File: src/rtl/mips32_ctrl_pkg.sv
// Shared definitions for the MIPS32 boot/session controller: FSM states,
// instruction constants and default widths.
package mips32_ctrl_pkg;

  typedef enum logic [2:0] {
    IDLE = 3'd0,
    LOAD = 3'd1,
    INIT = 3'd2,
    RUN  = 3'd3,
    DONE = 3'd4
  } state_t;

  localparam logic [5:0] OP_HLT = 6'h3f;

  localparam int DEF_IMEM_AW = 10;
  localparam int DEF_DMEM_AW = 10;
  localparam int DEF_WDT_W   = 16;

  function automatic logic [5:0] opcode_of(input logic [31:0] instr);
    return instr[31:26];
  endfunction

endpackage

File: src/rtl/mips32_boot_ctrl_if.sv
// Host/core-facing bus of the boot controller: program stream, instruction-memory
// write port, core control and data-memory read-back.
interface mips32_boot_ctrl_if #(
  parameter int IMEM_AW = 10,
  parameter int DMEM_AW = 10
);
  logic               ld_valid;
  logic               ld_ready;
  logic [31:0]        ld_data;
  logic               imem_we;
  logic [IMEM_AW-1:0] imem_addr;
  logic [31:0]        imem_wdata;
  logic               core_init;
  logic               core_run;
  logic               core_halted;
  logic               rd_req;
  logic [DMEM_AW-1:0] rd_addr;
  logic [DMEM_AW-1:0] dmem_raddr;
  logic [31:0]        dmem_rdata;
  logic               rd_valid;
  logic [31:0]        rd_data;

  modport master (
    input  ld_valid, ld_data, core_halted, rd_req, rd_addr, dmem_rdata,
    output ld_ready, imem_we, imem_addr, imem_wdata, core_init, core_run,
           dmem_raddr, rd_valid, rd_data
  );

  modport slave (
    output ld_valid, ld_data, core_halted, rd_req, rd_addr, dmem_rdata,
    input  ld_ready, imem_we, imem_addr, imem_wdata, core_init, core_run,
           dmem_raddr, rd_valid, rd_data
  );
endinterface

File: src/rtl/mips32_wdt.sv
// Saturating RUN-cycle counter with a limit compare; a zero limit never expires.
module mips32_wdt #(
  parameter int WDT_W = 16
) (
  input  logic             clk1,
  input  logic             rst_n,
  input  logic             clear,
  input  logic             enable,
  input  logic [WDT_W-1:0] limit,
  output logic [WDT_W-1:0] count,
  output logic             expire
);
  logic [WDT_W-1:0] count_reg;
  logic [WDT_W:0]   count_inc;

  // One extra bit so a saturated count can never alias onto the limit.
  assign count_inc = {1'b0, count_reg} + {{WDT_W{1'b0}}, 1'b1};

  always_ff @(posedge clk1 or negedge rst_n) begin
    if (!rst_n) begin
      count_reg <= '0;
    end else if (clear) begin
      count_reg <= '0;
    end else if (enable && (count_reg != '1)) begin
      count_reg <= count_inc[WDT_W-1:0];
    end
  end

  assign count  = count_reg;
  assign expire = enable && (limit != '0) && (count_inc == {1'b0, limit});
endmodule

File: src/rtl/mips32_boot_ctrl.sv
// Session sequencer: streams a program into instruction memory, initialises and
// runs the core until HLT or watchdog expiry, then serves data-memory read-back.
module mips32_boot_ctrl
  import mips32_ctrl_pkg::*;
#(
  parameter int IMEM_AW = DEF_IMEM_AW,
  parameter int DMEM_AW = DEF_DMEM_AW,
  parameter int WDT_W   = DEF_WDT_W
) (
  input  logic                clk1,
  input  logic                rst_n,
  input  logic                start,
  input  logic [IMEM_AW:0]    n_instr,
  input  logic [WDT_W-1:0]    wdt_limit,
  mips32_boot_ctrl_if.master  bus,
  output logic                busy,
  output logic                done,
  output logic                timeout,
  output logic [WDT_W-1:0]    cycles
);
  localparam logic [IMEM_AW:0] IMEM_WORDS = (IMEM_AW + 1)'(1) << IMEM_AW;

  state_t              state_reg, state_next;
  logic [IMEM_AW:0]    n_reg;
  logic [IMEM_AW:0]    ld_cnt_reg;
  logic [IMEM_AW:0]    ld_cnt_inc;
  logic [IMEM_AW:0]    n_clamp;
  logic [WDT_W-1:0]    limit_reg;
  logic                done_reg, timeout_reg;
  logic                start_ok, ld_fire, run_halt, run_expire;
  logic                wdt_expire;
  logic                rd_p1_reg, rd_p2_reg, rd_valid_reg, rd_accept;
  logic [DMEM_AW-1:0]  raddr_reg;
  logic [31:0]         rd_data_reg;

  assign n_clamp    = (n_instr > IMEM_WORDS) ? IMEM_WORDS : n_instr;
  assign ld_cnt_inc = ld_cnt_reg + (IMEM_AW + 1)'(1);

  always_comb begin
    state_next = state_reg;
    start_ok   = 1'b0;
    ld_fire    = 1'b0;
    run_halt   = 1'b0;
    run_expire = 1'b0;
    case (state_reg)
      IDLE, DONE: begin
        if (start) begin
          start_ok   = 1'b1;
          state_next = (n_clamp == '0) ? INIT : LOAD;
        end
      end
      LOAD: begin
        ld_fire = bus.ld_valid;
        if (ld_fire && (ld_cnt_inc == n_reg)) begin
          state_next = INIT;
        end
      end
      INIT: state_next = RUN;
      RUN: begin
        // A halt seen in the same cycle as expiry is a clean finish.
        if (bus.core_halted) begin
          run_halt   = 1'b1;
          state_next = DONE;
        end else if (wdt_expire) begin
          run_expire = 1'b1;
          state_next = DONE;
        end
      end
      default: state_next = IDLE;
    endcase
  end

  always_ff @(posedge clk1 or negedge rst_n) begin
    if (!rst_n) begin
      state_reg <= IDLE;
    end else begin
      state_reg <= state_next;
    end
  end

  always_ff @(posedge clk1 or negedge rst_n) begin
    if (!rst_n) begin
      n_reg       <= '0;
      limit_reg   <= '0;
      ld_cnt_reg  <= '0;
      done_reg    <= 1'b0;
      timeout_reg <= 1'b0;
    end else begin
      if (start_ok) begin
        n_reg       <= n_clamp;
        limit_reg   <= wdt_limit;
        ld_cnt_reg  <= '0;
        done_reg    <= 1'b0;
        timeout_reg <= 1'b0;
      end else if (ld_fire) begin
        ld_cnt_reg <= ld_cnt_inc;
      end
      if (run_halt || run_expire) begin
        done_reg    <= 1'b1;
        timeout_reg <= run_expire;
      end
    end
  end

  mips32_wdt #(.WDT_W(WDT_W)) u_wdt (
    .clk1   (clk1),
    .rst_n  (rst_n),
    .clear  (start_ok),
    .enable (state_reg == RUN),
    .limit  (limit_reg),
    .count  (cycles),
    .expire (wdt_expire)
  );

  // Read-back pipeline: address out, memory latency, then capture.
  assign rd_accept = (state_reg == DONE) && bus.rd_req && !rd_p1_reg && !rd_p2_reg;

  always_ff @(posedge clk1 or negedge rst_n) begin
    if (!rst_n) begin
      rd_p1_reg    <= 1'b0;
      rd_p2_reg    <= 1'b0;
      rd_valid_reg <= 1'b0;
      raddr_reg    <= '0;
      rd_data_reg  <= '0;
    end else begin
      rd_p1_reg    <= rd_accept;
      rd_p2_reg    <= rd_p1_reg;
      rd_valid_reg <= rd_p2_reg;
      if (rd_accept) begin
        raddr_reg <= bus.rd_addr;
      end
      if (rd_p2_reg) begin
        rd_data_reg <= bus.dmem_rdata;
      end
    end
  end

  assign bus.ld_ready   = (state_reg == LOAD);
  assign bus.imem_we    = ld_fire;
  assign bus.imem_addr  = ld_cnt_reg[IMEM_AW-1:0];
  assign bus.imem_wdata = (state_reg == LOAD) ? bus.ld_data : 32'h0;
  assign bus.core_init  = (state_reg == INIT);
  assign bus.core_run   = (state_reg == RUN);
  assign bus.dmem_raddr = raddr_reg;
  assign bus.rd_valid   = rd_valid_reg;
  assign bus.rd_data    = rd_data_reg;

  assign busy    = (state_reg == LOAD) || (state_reg == INIT) || (state_reg == RUN);
  assign done    = done_reg;
  assign timeout = timeout_reg;
endmodule

File: src/flat_wrapper.sv
// flat-port wrapper written by rule: the top's interface ports become plain ports
module mips32_boot_ctrl_flat import mips32_ctrl_pkg::*;
#(
  parameter int IMEM_AW = DEF_IMEM_AW,
  parameter int DMEM_AW = DEF_DMEM_AW,
  parameter int WDT_W   = DEF_WDT_W
)
  (clk1, rst_n, start, n_instr, wdt_limit, busy, done, timeout, cycles, bus_ld_valid, bus_ld_data, bus_core_halted, bus_rd_req, bus_rd_addr, bus_dmem_rdata, bus_ld_ready, bus_imem_we, bus_imem_addr, bus_imem_wdata, bus_core_init, bus_core_run, bus_dmem_raddr, bus_rd_valid, bus_rd_data);
  mips32_boot_ctrl_if #(.IMEM_AW(IMEM_AW), .DMEM_AW(DMEM_AW)) bus_i ();
  input  logic clk1;
  input  logic rst_n;
  input  logic start;
  input  logic [IMEM_AW:0] n_instr;
  input  logic [WDT_W-1:0] wdt_limit;
  output logic busy;
  output logic done;
  output logic timeout;
  output logic [WDT_W-1:0] cycles;
  input wire logic [$bits(bus_i.ld_valid)-1:0] bus_ld_valid;
  input wire logic [$bits(bus_i.ld_data)-1:0] bus_ld_data;
  input wire logic [$bits(bus_i.core_halted)-1:0] bus_core_halted;
  input wire logic [$bits(bus_i.rd_req)-1:0] bus_rd_req;
  input wire logic [$bits(bus_i.rd_addr)-1:0] bus_rd_addr;
  input wire logic [$bits(bus_i.dmem_rdata)-1:0] bus_dmem_rdata;
  output wire logic [$bits(bus_i.ld_ready)-1:0] bus_ld_ready;
  output wire logic [$bits(bus_i.imem_we)-1:0] bus_imem_we;
  output wire logic [$bits(bus_i.imem_addr)-1:0] bus_imem_addr;
  output wire logic [$bits(bus_i.imem_wdata)-1:0] bus_imem_wdata;
  output wire logic [$bits(bus_i.core_init)-1:0] bus_core_init;
  output wire logic [$bits(bus_i.core_run)-1:0] bus_core_run;
  output wire logic [$bits(bus_i.dmem_raddr)-1:0] bus_dmem_raddr;
  output wire logic [$bits(bus_i.rd_valid)-1:0] bus_rd_valid;
  output wire logic [$bits(bus_i.rd_data)-1:0] bus_rd_data;
  assign bus_i.ld_valid = bus_ld_valid;
  assign bus_i.ld_data = bus_ld_data;
  assign bus_i.core_halted = bus_core_halted;
  assign bus_i.rd_req = bus_rd_req;
  assign bus_i.rd_addr = bus_rd_addr;
  assign bus_i.dmem_rdata = bus_dmem_rdata;
  assign bus_ld_ready = bus_i.ld_ready;
  assign bus_imem_we = bus_i.imem_we;
  assign bus_imem_addr = bus_i.imem_addr;
  assign bus_imem_wdata = bus_i.imem_wdata;
  assign bus_core_init = bus_i.core_init;
  assign bus_core_run = bus_i.core_run;
  assign bus_dmem_raddr = bus_i.dmem_raddr;
  assign bus_rd_valid = bus_i.rd_valid;
  assign bus_rd_data = bus_i.rd_data;
  mips32_boot_ctrl #(.IMEM_AW(IMEM_AW), .DMEM_AW(DMEM_AW), .WDT_W(WDT_W)) u_core (.clk1(clk1), .rst_n(rst_n), .start(start), .n_instr(n_instr), .wdt_limit(wdt_limit), .bus(bus_i), .busy(busy), .done(done), .timeout(timeout), .cycles(cycles));
endmodule
File: config.mk
export PLATFORM = sky130hd
export DESIGN_NAME = mips32_boot_ctrl_flat
export DESIGN_NICKNAME = d
export VERILOG_FILES = /design/src/rtl/mips32_ctrl_pkg.sv /design/src/rtl/mips32_boot_ctrl_if.sv /design/src/rtl/mips32_wdt.sv /design/src/rtl/mips32_boot_ctrl.sv /design/src/flat_wrapper.sv
export SDC_FILE = /design/constraint.sdc
export NUM_CORES = 1
export LEC_CHECK = 0
export ABC_CLOCK_PERIOD_IN_PS = 2800
export CORE_ASPECT_RATIO = 1.25
export CORE_UTILIZATION = 45
export CTS_BUF_LIST = sky130_fd_sc_hd__clkbuf_2 sky130_fd_sc_hd__clkbuf_4 sky130_fd_sc_hd__clkbuf_8
export DETAILED_ROUTE_END_ITERATION = 8
export GPL_ROUTABILITY_DRIVEN = 0
export PLACE_DENSITY = 0.91
export SETUP_SLACK_MARGIN = 0.1
export SYNTH_ARGS = -nofsm -noshare
export SYNTH_HDL_FRONTEND = slang
export SYNTH_SLANG_ARGS = --single-unit
File: constraint.sdc
create_clock -name clk1 -period 2.8 [get_ports clk1]
set_input_delay 0.84 -clock clk1 [delete_from_list [all_inputs] [get_ports clk1]]
set_output_delay 0.84 -clock clk1 [all_outputs]
set_load 0.02 [all_outputs]
Yosys cells after proc, flatten, opt, wreduce, memory -nomap -nowiden
Cells that the tools add are included.

word-level totals
  register bits = 104
  output and inout port bits = 108
  word-level logic and storage cells = 68

cells by class
  add/sub/neg operators = 2
  magnitude comparators = 1
  equality and inequality tests = 10
  muxes and demuxes = 23
  reductions and logical operators = 20

operators by type and width
  kind                                                             count
  11-bit 2-to-1 mux                                                3
  16-bit 2-to-1 mux                                                2
  32-bit 2-to-1 mux                                                1
  16-bit by 1-bit adder with 17-bit output, second input constant  1
  17-bit by 16-bit == test with 1-bit output                       1
  16-bit != test, second input constant                            1
  16-bit nonzero test                                              1
  3-bit 2-to-1 mux                                                 4
  3-bit one-hot mux with 4 select lines                            1
  11-bit by 1-bit adder with 11-bit output, second input constant  1
  11-bit == test                                                   1
  11-bit > comparator, second input constant                       1
  11-bit logical NOT                                               1
  1-bit 2-to-1 mux                                                 11
  1-bit logical AND                                                7
  3-bit by 2-bit == test with 1-bit output, second input constant  2
  2-bit nonzero test                                               3
  3-bit by 1-bit == test with 1-bit output, second input constant  1
  3-bit == test, second input constant                             1
  3-bit logical NOT                                                1
  1-bit logical OR                                                 3
  3-bit by 2-bit != test with 1-bit output, second input constant  1
  3-bit AND reduction                                              1
  1-bit logical NOT                                                2
  4 further kinds                                                  4

Longest topological paths before layout
  depth in word-level cells = 8
  depth in mapped cells = 10
  depth with buffers taken out = 8

Modules after synthesis
From an unflattened synthesis, not the netlist that was laid out.

second synthesis, totals
  cells, all modules = 547
  area total of the unflattened synthesis = 5,574.1 um^2

by module, submodules not included
  module            times used  cells an instance  area each (um^2)  seq. area each (um^2)
  mips32_boot_ctrl  1           395                4,220.3           2,202.1
  mips32_wdt        1           152                1,353.8           400.4

Worst setup path after synthesis
Ideal clock, no wire load.

  kind = register to register
  from = register u_core.u_wdt.count_reg[1] (netlist: u_core.u_wdt.count[1])
  to = register u_core.state_reg[0]
  library setup time = 0.129 ns
  arrival = 2.415 ns
  setup slack = 0.256 ns
  cell stages (with the launch flop) = 10
  path buffers = 1
  period minus slack after synthesis = 2.544 ns
  cells stage by stage = dfrtp_1 -> ha_1 -> clkbuf_2 -> nand3_1 -> nor4_4 -> a31oi_1 -> nand3_1 -> a2111oi_4 -> a211o_1 -> a31oi_1

between the ends
  cells in the longest elaborated chain, start to end = 5

ends and longest elaborated chain
  what                                                       RTL line                source
  start: declaration                                         mips32_wdt.sv:13        logic [WDT_W-1:0] count_reg;
  start signal: assignment                                   mips32_wdt.sv:25        count_reg <= count_inc[WDT_W-1:0];
  16-bit by 1-bit adder with 17-bit output                   mips32_wdt.sv:17        assign count_inc = {1'b0, count_reg} + {{WDT_W{1'b0}}, 1'b1};
  17-bit by 16-bit == test with 1-bit output                 mips32_wdt.sv:30        assign expire = enable && (limit != '0) && (count_inc == {1'b0, limit});
  1-bit logical AND                                          mips32_wdt.sv:30
  3-bit by 2-bit != test with 1-bit output (no source line)  n/a
  3-bit AND reduction (no source line)                       n/a
  end signal: assignment                                     mips32_boot_ctrl.sv:77  state_reg <= state_next;
  end: declaration                                           mips32_boot_ctrl.sv:23  state_t state_reg, state_next;

Every way passes these cells.
A chain may end at the register's enable or synchronous reset.

Worst setup path after layout
  from = input bus_ld_valid
  to = output bus_imem_we

between the ends
  cells in the longest elaborated chain, start to end = 1

ends and longest elaborated chain
  what                RTL line                source
  start: declaration  flat_wrapper.sv:19      input wire logic [$bits(bus_i.ld_valid)-1:0] bus_ld_valid;
  1-bit 2-to-1 mux    mips32_boot_ctrl.sv:45  case (state_reg)
  end: declaration    flat_wrapper.sv:26      output wire logic [$bits(bus_i.imem_we)-1:0] bus_imem_we;

Every way passes these cells.

==> run_results.csv <==
group,metric,value,unit
critical_path,crit_start,"bus_ld_valid",
sta,rsz0062_at_grt,"true",
logic_synthesis,synth-warning-count,0,
placement,dp_worst_setup_slack,-0.170,ns
routing,routed_wl,16.2,mm
finish,largest_reg_flops,32,
logic_synthesis,synth_cell_types,53,
power,cellPowerDensity,829,mW/mm2
global_routing,grt_pass1_wl,25.9,mm
critical_path,end_kind,"output pin",
die,die_area,0.0126,mm2
finish,regArea,0.00261,mm2
critical_path,critPathRequiredTime,1.96,ns
placement,io_buffers,214,
die,ios,215,
sta,setup_tns,0,ns
die,die_h,125,um
sta,fin_skew,0.00588,ns
clock_tree,clkLatencyLatePin,0.38,ns
clock_tree,numCtsBuffers,9,
finish,fill_cells,914,
finish,multi_input_area,0.00269,mm2
critical_path,crit_chain,"clkdlybuf4s50_1 -> nand2_1 -> clkinv_1 -> clkdlybuf4s15_1",
die,rows,44,
routing,via_count,5153,
clock_tree,post_cts.repair.setup_buffers,0,
logic_synthesis,ys_ff_latch,104,
routing,dr.pass1.iters,5,
logic_synthesis,syn-instance-count,548,
critical_path,worstSetupStartpointType,"input pin",
die,core,0.0117,mm2
finish,nets,867,
finish,final_common_cell,"clkdlybuf4s50_1",
critical_path,cp_num_cells,4,
critical_path,max_stage_delay,0.50,ns
power,peakVddDrop,0.000533,V
global_routing,antenna_found_initial,0,
critical_path,arrival,1.79,ns
critical_path,r2r_slack,0.24,ns
finish,area_growth_syn_to_layout,46.1,%
global_routing,overflow,0,
routing,drt.antenna.violating_nets,0,
logic_synthesis,ys_seq_area_share,47.5,%
global_routing,grt_pass1_vias,5385,
logic_synthesis,synth_edf_count,0,
finish,n_antenna_cell,0,
logic_synthesis,synth_area,0.00547,mm2
logic_synthesis,postSynth.asyncResetShare,100,%
routing,wl_per_cell,17.6,um
sta,slew_headroom,52.8,%
critical_path,reg2regPathDepth,7,
critical_path,path_delay_family,"buffers and inverters",
run_status,status,"finished, final reports clean",
routing,post-route-drc-count,0,
sta,min_period,2.63,ns
logic_synthesis,synthFlopType,"dfrtp_1",
routing,drt_iter0_drc,257,
sta,finalHoldViolations,0,
critical_path,path_class,"input pin to output pin",
critical_path,crit_end,"bus_imem_we",
job,cap_violations,0,
sta,finalSetupViolCount,0,
min_path,hold_class,"flop to flop",
routing,via_per_inst,5.59,
critical_path,crit_path_max_fanout,3,
clock_tree,clkTransAtPathRegs,0.09,ns
finish,layout-drive-gt1-share,14.2,%
critical_path,critPathBufInv,3,
logic_synthesis,synthesis.nets,657,
critical_path,crit-reg2reg-launch,"u_core.u_wdt.count[3]",
critical_path,cp_slowest_cell,"clkdlybuf4s50_1",
sta,finalCritPeriodShare,93.8,%
placement,place_hpwl,12.4,mm
logic_synthesis,syn_area_per_cell,9.99,um2
sta,tightest_slew,0.707,ns
finish,utilization,68.2,%
die,initial_core_util,46.7,%
global_routing,grt_max_degree,50,
clock_tree,cts_max_path_buffers,2,
global_routing,grtUsageTotal,26.3,%
finish,final_cell_mix,"176 x clkdlybuf4s50_1, 100 x dfrtp_1, 72 x nand2_1",
sta,report.final.slew_viol_count,0,
sta,max_freq,381,MHz
power,p_leak,3.50,nW
clock_tree,clk_root_buffer_cell,"clkbuf_8",
critical_path,r2r-end,"u_core.state_reg[0]",
clock_tree,clock-sinks,104,
sta,finalWorstSetupSlack,0.173,ns
clock_tree,htreeDepth,3,
die,die_w,101,um
clock_tree,cts_tree,"yes",
==> cell usage after synthesis, types with 2 or more instances <==
master	number	share of area, %
nor3_1	2	0.18
a31oi_1	6	0.69
buf_4	11	1.5
buf_2	4	0.37
nor2_1	29	2.0
ha_1	2	0.46
o211ai_1	3	0.41
mux2i_1	3	0.55
a211oi_1	3	0.41
a22o_1	3	0.48
dfrtp_1	104	48
o31ai_1	8	1.1
a21oi_1	12	1.1
nor4_1	11	1.3
o2111ai_1	2	0.32
clkbuf_1	18	1.2
xnor2_1	22	3.5
xor2_1	14	2.2
o2bb2ai_1	2	0.32
mux2_2	51	10
nor2b_1	3	0.34
clkbuf_2	3	0.27
buf_1	2	0.14
o21ai_0	53	4.8
nand2_1	72	4.9
nor3b_1	2	0.27
nand4_1	8	0.91
nand3_1	14	1.3
and3_1	6	0.69
and4_1	5	0.80
and2_1	36	4.1
inv_1	5	0.34
nand2b_1	8	0.91
or3_1	2	0.23
==> final cells by class <==
cell class	instances	area share, %
Clock buffer	11	1.81
Clock inverter	3	0.547
Inverter	6	0.282
Multi-Input combinational cell	400	33.6
Sequential cell	104	32.6
Tap cell	161	2.52
Timing Repair Buffer	237	28.7
==> metrics by stage <==
stage | hold WS, ns | instance area, um2 | power, W | instances
final | 0.387 | 8000 | 0.00663 | 922
after global routing | 0.400 | 8000 | 0.00700 | 922
after CTS | 0.389 | 7970 | 0.00663 | 922
after detailed placement | 0.368 | 7830 | 0.00585 | 908
after global placement | 0.360 | 7830 | 0.00570 | 908
after floorplan | 0.352 | 5470 | 0.00421 | 548
==> power breakdown <==
group / internal, W / leakage (nW) / switching, W
Clock: 0.000439 / 0.0987 / 0.000502
Combinational: 0.00162 / 2.04 / 0.00173
Sequential: 0.00194 / 1.37 / 0.000401
==> worst min-delay path by stage <==
stage	startpoint	end	slack (ns)	cells after the start
2_1_floorplan	u_core.rd_p2_reg	u_core.bus.rd_valid	0.35	0
3_3_place_gp	u_core.rd_p1_reg	u_core.rd_p2_reg	0.36	0
3_5_place_dp	u_core.rd_p1_reg	u_core.rd_p2_reg	0.37	0
4_1_cts	u_core.rd_p1_reg	u_core.rd_p2_reg	0.39	0
5_1_grt	u_core.rd_p1_reg	u_core.rd_p2_reg	0.40	0
6_report	u_core.rd_p1_reg	u_core.rd_p2_reg	0.39	0
==> worst reg2reg max path, stage by stage, from the launching register on <==
cell and delay, ns:
dfrtp_1 0.58, nand4_2 0.30, nor3_4 0.27, mux2_2 0.36, a32oi_1 0.31, a2111oi_4 0.14
a211o_1 0.35, a31oi_1 0.18
==> layer usage <==
layer	GRT usage (%)	vias to the layer above	wire, um
met1	27.6	2447	5650
met4	16.4	0	840
met3	6.26	73	1350
met2	46.6	304	8390
li1	-	2329	-
met5	0	-	0
==> cell families (layout without fill, tap and decap cells) <==
logic type               count (synthesis)  after routing  synth area share (%)
multiplexers                            54             54                  11.0
buffers and inverters                   44            257                  3.93
AO/OA/AOI/OAI                          100            100                  11.3
AND/OR/NAND/NOR                        208            208                  20.0
XOR/XNOR                                36             36                  5.76
adder cells (fa/ha/maj)                  2              2                 0.457
flip-flops                             104            104                  47.5
==> what timing repair did <==
item | CTS | global route
hold buffers | 0 | 0
endpoints found under the setup margin | 37 | 46
pin swaps | 1 | 1
resized for setup | 38 | 17
Power figures use the tool's default switching activity.
